$ cat src/rtl/bar_graph_sequencer.sv
// bar_graph_sequencer: steps a single-bar drawer through NUM_BARS clamped bars read from price RAM.
// Optional SKIP_ZERO_BARS_EN: zero-height bars skip DRAW and go straight from LATCH to NEXT.
module bar_graph_sequencer #(
    parameter int NUM_BARS   = 8,
    parameter int ORIGIN_X   = 20,
    parameter int BAR_PITCH  = 10,
    parameter int BASELINE_Y = 220,
    parameter int MAX_HEIGHT = 200
) (
    input  logic       clk,
    input  logic       reset,
    input  logic       start,
    output logic [3:0] height_addr,
    input  logic [7:0] height_data,
    output logic [8:0] draw_start_x,
    output logic [7:0] draw_start_y,
    output logic [7:0] draw_height,
    output logic       draw_enable,
    output logic       draw_resetn,
    input  logic       draw_done,
    output logic       busy,
    output logic       done,
    output logic [3:0] bar_index
);
    typedef enum logic [2:0] {IDLE, CLEAR, FETCH, LATCH, DRAW, NEXT, FINISH} state_t;
    state_t     state, nxt_state;
    logic [3:0] nxt_bar, nxt_addr;
    logic [8:0] nxt_x;
    logic [7:0] nxt_h;
    logic       nxt_en, nxt_rn, nxt_busy, nxt_done, skip;
`ifdef SKIP_ZERO_BARS_EN
    assign skip = height_data == 8'd0;
`else
    assign skip = 1'b0;
`endif
    assign draw_start_y = 8'(BASELINE_Y);
    // Every output is the registered image of the value decoded for the next state.
    always_comb begin
        nxt_state = state;
        nxt_bar   = bar_index;
        nxt_addr  = height_addr;
        nxt_x     = draw_start_x;
        nxt_h     = draw_height;
        nxt_en    = 1'b0;
        nxt_rn    = 1'b1;
        nxt_busy  = busy;
        nxt_done  = 1'b0;
        case (state)
            IDLE: if (start) begin
                nxt_state = CLEAR;
                nxt_bar   = 4'd0;
                nxt_rn    = 1'b0;
                nxt_busy  = 1'b1;
            end
            CLEAR: begin
                nxt_state = FETCH;
                nxt_addr  = bar_index;
                nxt_x     = 9'(ORIGIN_X + 32'(bar_index) * BAR_PITCH);
            end
            FETCH: nxt_state = LATCH;
            LATCH: begin
                nxt_h     = (height_data > 8'(MAX_HEIGHT)) ? 8'(MAX_HEIGHT) : height_data;
                nxt_state = skip ? NEXT : DRAW;
                nxt_en    = !skip;
            end
            DRAW: begin
                nxt_state = draw_done ? NEXT : DRAW;
                nxt_en    = !draw_done;
            end
            NEXT: if (bar_index == 4'(NUM_BARS - 1)) begin
                nxt_state = FINISH;
                nxt_done  = 1'b1;
                nxt_busy  = 1'b0;
            end else begin
                nxt_state = CLEAR;
                nxt_bar   = bar_index + 4'd1;
                nxt_rn    = 1'b0;
            end
            default: nxt_state = IDLE;
        endcase
    end
    always_ff @(posedge clk) begin
        if (reset) begin
            state        <= IDLE;
            bar_index    <= 4'd0;
            height_addr  <= 4'd0;
            draw_start_x <= 9'(ORIGIN_X);
            draw_height  <= 8'd0;
            draw_enable  <= 1'b0;
            draw_resetn  <= 1'b0;
            busy         <= 1'b0;
            done         <= 1'b0;
        end else begin
            state        <= nxt_state;
            bar_index    <= nxt_bar;
            height_addr  <= nxt_addr;
            draw_start_x <= nxt_x;
            draw_height  <= nxt_h;
            draw_enable  <= nxt_en;
            draw_resetn  <= nxt_rn;
            busy         <= nxt_busy;
            done         <= nxt_done;
        end
    end
endmodule

$ cat config.mk
export PLATFORM = sky130hd
export DESIGN_NAME = bar_graph_sequencer
export DESIGN_NICKNAME = d
export VERILOG_FILES = /design/src/rtl/bar_graph_sequencer.sv
export SDC_FILE = /design/constraint.sdc
export NUM_CORES = 1
export LEC_CHECK = 0
export BUFFER_PORTS_ARGS = -buffer_cell sky130_fd_sc_hd__buf_2
export CORE_UTILIZATION = 54
export CTS_CLUSTER_DIAMETER = 200
export DETAILED_ROUTE_END_ITERATION = 6
export PLACE_DENSITY = 0.95
export SLEW_MARGIN = 20
export SYNTH_ARGS = -nofsm -noshare
export SYNTH_HDL_FRONTEND = slang
export SYNTH_SLANG_ARGS = --single-unit
$ cat constraint.sdc
create_clock -name clk -period 5.3 [get_ports clk]
set_clock_uncertainty 0.2 [all_clocks]
set_input_delay 1.06 -clock clk [delete_from_list [all_inputs] [get_ports clk]]
set_output_delay 1.06 -clock clk [all_outputs]
set_load 0.005 [all_outputs]
# Word-level counts from Yosys, hierarchy flattened
# Cells that the tools add are included.
dict set report classes {
  addsub 2
  mul 1
  n_lt_le_gt_ge 1
  eq_ne 9
  muxes 15
  bitwise_logic 1
  reduce_logical 6
}
# operator count
set ops {}
lappend ops {{3-bit one-hot mux with 6 select lines} 1}
lappend ops {{5-bit by 8-bit adder with 9-bit output (first input constant)} 1}
lappend ops {{8-bit greater-than comparator (second input constant)} 1}
lappend ops {{4-bit two-way mux} 2}
lappend ops {{8-bit two-way mux} 1}
lappend ops {{4-bit one-hot mux with 2 select lines} 1}
lappend ops {{4-bit by 3-bit multiplier with 7-bit output (second input constant)} 1}
lappend ops {{3-bit by 2-bit == test with 1-bit output (second input constant)} 2}
lappend ops {{3-bit == test (second input constant)} 2}
lappend ops {{3-bit two-way mux} 2}
lappend ops {{2-bit != test (second input constant)} 3}
lappend ops {{1-bit one-hot mux with 2 select lines} 3}
lappend ops {{3-bit AND reduction} 2}
lappend ops {{1-bit two-way mux} 5}
lappend ops {{4-bit by 1-bit adder with 4-bit output (second input constant)} 1}
lappend ops {{4-bit by 3-bit == test with 1-bit output (second input constant)} 1}
lappend ops {{3-bit by 1-bit == test with 1-bit output (second input constant)} 1}
lappend ops {{3-bit zero test} 1}
lappend ops {{2-bit nonzero test} 1}
lappend ops {{2-bit OR reduction} 1}
lappend ops {{1-bit zero test} 1}
lappend ops {{1-bit NOT} 1}
dict set report totals {
  register_bits 32
  out_inout_bits 37
  wordCells 44
}

# Logic depth before layout (Yosys ltp)
dict set report logic_depth {
  ltp_word 3
  mapped_depth 8
  ltp_nobuf 8
}

# Least setup slack after synthesis
# OpenSTA, ideal clock, no wires.
dict set report synth_timing {
  kind {register to register}
  startpoint {reg bar_index[1]}
  endpoint {reg draw_start_x[7]}
  setup_ns 0.079
  arrival_time_ns 1.894
  t_required_ns 5.021
  setup_slack_ns 3.127
  stages_incl_launch_ff 8
  path_buffers 0
  cell_sequence {dfxtp_1 > ha_1 > ha_1 > inv_1 > fa_1 > nor3_2 > xnor2_1 > a211oi_2}
}
dict set report synth_via {
  elab_chain_len 2
}
# element line_no
set synth_rtl {}
lappend synth_rtl {{start, declared} 23} ;# output logic [3:0] bar_index
lappend synth_rtl {{start signal, assigned} 95} ;# bar_index <= nxt_bar;
lappend synth_rtl {{4-bit by 3-bit multiplier with 7-bit output} 58} ;# nxt_x = 9'(ORIGIN_X + 32'(bar_index) * BAR_PITCH);
lappend synth_rtl {{5-bit by 8-bit adder with 9-bit output} 58}
lappend synth_rtl {{end signal, assigned} 87} ;# draw_start_x <= 9'(ORIGIN_X);
lappend synth_rtl {{end signal, assigned} 97} ;# draw_start_x <= nxt_x;
lappend synth_rtl {{end, declared} 15} ;# output logic [8:0] draw_start_x,
# No other way between the ends.
# A chain may end at the register's enable or synchronous reset.

# Final worst setup path
dict set report layout_timing {
  startpoint {reg bar_index[3]}
  endpoint {reg draw_start_x[7]}
}
# The elaborated chain is that of the path after synthesis.

==> summary.md <==
| Metric | Value |
|---|---|
| Final TNS setup | `0 ns` |
| Post-CTS sizing | `0` |
| FFs w/ async S/R, synth | `0%` |
| Postcts setup bufs | `0` |
| Worst-margin pin slew | `0.555 ns` |
| Crit path kind | `reg2reg` |
| Largest family of logic cells by synthesized area | `simple AND/OR/NAND/NOR gates` |
| Worst-Skew Late Latency | `between 0.3 and 0.4 ns` |
| Synth unique cells | `44` |
| Crit path capture type | `flip-flop` |
| # diodes | `0` |
| Area Overhead vs Synth | `10.3%` |
| HPWL Detailed | `2070 µm` |
| Cell row count | `18` |
| Mapped Area | `around 0.0015 mm²` |
| CTS tree | `built` |
| Switch share | `a little over a quarter` |
| Tcrit/Tclk final | `45.4%` |
| Initial DRC count | `9` |
| Most common cell on crit path | `ha_1` |
| Flop pwr share | `55.7%` |
| Final hold violations | `0` |
| Post-synthesis adder-cell area fraction | `6.29%` |
| Cell breakdown of the critical path | `ha_1, ha_1, inv_1, fa_1, nor3_2, xnor2_1, a211oi_2` |
| DRC viols | `0` |
| IO Pins | `49` |
| Clock power share | `31.2%` |
| Synth Area in Compound Gates | `14.3%` |
| Crit Path Max Fanout | `9` |
| Maxcap violations | `0` |
| First-pass DRT Iterations | `4` |
| Vias in the first global route | `1012` |
| Worst min path class | `reg2reg` |
| Worst Path Required | `5.35 ns` |
| Clk buf depth | `2` |
| F_max | `between 0.4 and 0.5 GHz` |
| Cts hold-fix bufs | `0` |
| DR vias | `1216` |
| Total grt overflow | `0` |
| Multiplexer share of the synthesized area | `less than 1%` |
| Largest net degree at the start of global routing | `31` |
| Reg clk slew, reported paths | `0.09 ns` |
| Fin util | `65.0%` |
| CTS root buffer | `clkbuf_4` |
| Die area | `0.00302 mm²` |
| CP delay by family, top | `adder cells` |
| Post-Syn Instances | `170` |
| Gr usage total | `20.8%` |
| Total power | `about 0.00045 W` |
| Clock sink count | `30` |
| Synth Area in XOR/XNOR | `under 10%` |
| Ys flop type | `dfxtp_1` |
| Leakage power total | `0.732 nW` |
| Vias per Instance | `5.22` |
| CTS H-tree depth | `2` |
| Die width | `54.9 µm` |
| VDD IR max | `0.000216 V` |
| First-pass GRT wire length | `4330 µm` |
| Slew margin rel. | `about 63%` |
| Final setup viols | `0` |
| Core ar. | `approximately 0.0026 mm²` |
| Status | `completed` |
| Combinational power share | `13.1%` |
| Final ANT Viol Nets | `0` |
| # nets final | `221` |
| Initial antenna violation count | `0` |
| Post-synth EDFFs | `0` |
| Final Max Tran Viols | `0` |
| Post-Syn Area per Cell | `about 8.9 µm²` |
| Switching power | `0.000119 W` |
| Setup ws final | `2.90 ns` |
| DP Worst Slack | `2.93 ns` |
| Simple-gate portion of the synthesized area | `23.6%` |
| Synth Warn # | `0` |
| Num CTS Buffers | `5` |
| Placed Area | `0.00161 mm²` |
| Routability Congestion | `0.819` |
| Initial Utilization | `58.9%` |
| Total length of routed wires | `approximately 2800 µm` |
| Startpoint types | `flip-flop` |
| IO Port Bufs | `39` |
| WL per Instance | `between 10 and 15 µm` |
| RSZ-0062 raised after global routing | `false` |
| Power density cells | `267 mW/mm²` |
| Minimum clock period | `2.40 ns` |
| Design area | `0.00167 mm²` |
| Critical Path AT | `between 2 and 2.5 ns` |
| Critical-path top delay cell | `dfxtp_1` |
| FF+latch count, synth | `30` |
| Post-synthesis sequential area ratio | `39.7%` |
| Die Y | `54.9 µm` |
| Crit-path max cell delay | `0.51 ns` |
| Pint | `0.000327 W` |
| Worst path bufs/invs | `1` |
| Layout cells sized above 1 | `26.6%` |
[cell type report]
class,count,area [µm²]
Sequential cell,30,601
Multi-Input combinational cell,123,764
Timing Repair Buffer,39,195
Tap cell,30,37.5
Clock buffer,7,55.1
Clock inverter,1,5.00
Inverter,3,11.3
Fill cell,215,898
[cell usage after synthesis, types with 2 or more instances]
cell / instances / area [µm²]
a211oi_2: 2 / 25.0
a21oi_1: 23 / 115
a31oi_1: 2 / 12.5
and3b_1: 2 / 17.5
buf_4: 14 / 105
buf_6: 4 / 45.0
conb_1: 2 / 7.51
dfxtp_1: 30 / 601
ha_1: 6 / 75.1
inv_1: 3 / 11.3
nand2_1: 22 / 82.6
nand2b_1: 3 / 18.8
nand3_1: 6 / 30.0
nor2_1: 15 / 56.3
nor3_1: 3 / 15.0
xnor2_1: 2 / 17.5
xor2_1: 4 / 35.0
[layer usage]
metal	vias to the layer above	share of wire, %	GRT usage (%)
met2	31	50	36.1
met4	0	1.7	8.75
met5	-	0	0
met1	553	44	23.4
li1	627	-	-
met3	5	4.7	6.56
[layout by cell type, fill, tap and decap left out, types with 3 or more instances in the layout]
cell and instances:
nand2b_1 3, xor2_1 4, buf_2 39, conb_1 9, clkbuf_4 5, a21oi_1 23
nor3_1 3, nor2_1 15, ha_1 6, dfxtp_1 30, inv_1 3, nand2_1 22
nand3_1 6
[sequential cells by signal, indices dropped and copies added, names as in the netlist]
signal	cells
draw_enable	1
state	3
bar_index	4
draw_resetn	1
height_addr	4
draw_height	8
done	1
draw_start_x	7
busy	1
[cell families after synthesis]
logic type      Yosys count
fa+ha+maj                 7
simple gates             65
flops                    30
other cells               2
xor+xnor                  6
compound gates           35
buf+inv                  24
mux                       1
[stage by stage]
step,hold WS [ns],instances
floorplan,0.248,177
global placement,0.238,225
detailed placement,0.245,225
CTS,0.257,233
global route,0.285,233
finish,0.253,233
[power groups by stage]
| stage | registers (W) | clock network [W] | logic (W) |
|---|---|---|---|
| after floorplan | 0.000247 | 0 | 0.0000594 |
| after global placement | 0.000253 | 0 | 0.0000571 |
| after detailed placement | 0.000254 | 0 | 0.0000590 |
| after CTS | 0.000248 | 0.000143 | 0.0000592 |
| after global routing | 0.000251 | 0.000155 | 0.0000660 |
| final | 0.000248 | 0.000139 | 0.0000584 |
[final timing paths]
path,startpoint,endpoint,slack (ns),cells past startpoint
setup / recovery,bar_index[3],draw_start_x[7],2.90,7
hold / removal,draw_height[0],draw_height[0],0.25,2
setup reg to reg,bar_index[3],draw_start_x[7],2.90,7
hold reg to reg,draw_height[0],draw_height[0],0.25,2
[worst register-to-register path: stages, from the launching register on]
cell	delay [ns]
dfxtp_1	0.51
ha_1	0.30
ha_1	0.21
inv_1	0.08
fa_1	0.47
nor3_2	0.22
xnor2_1	0.11
a211oi_2	0.21
(Power assumes the default switching activity.)
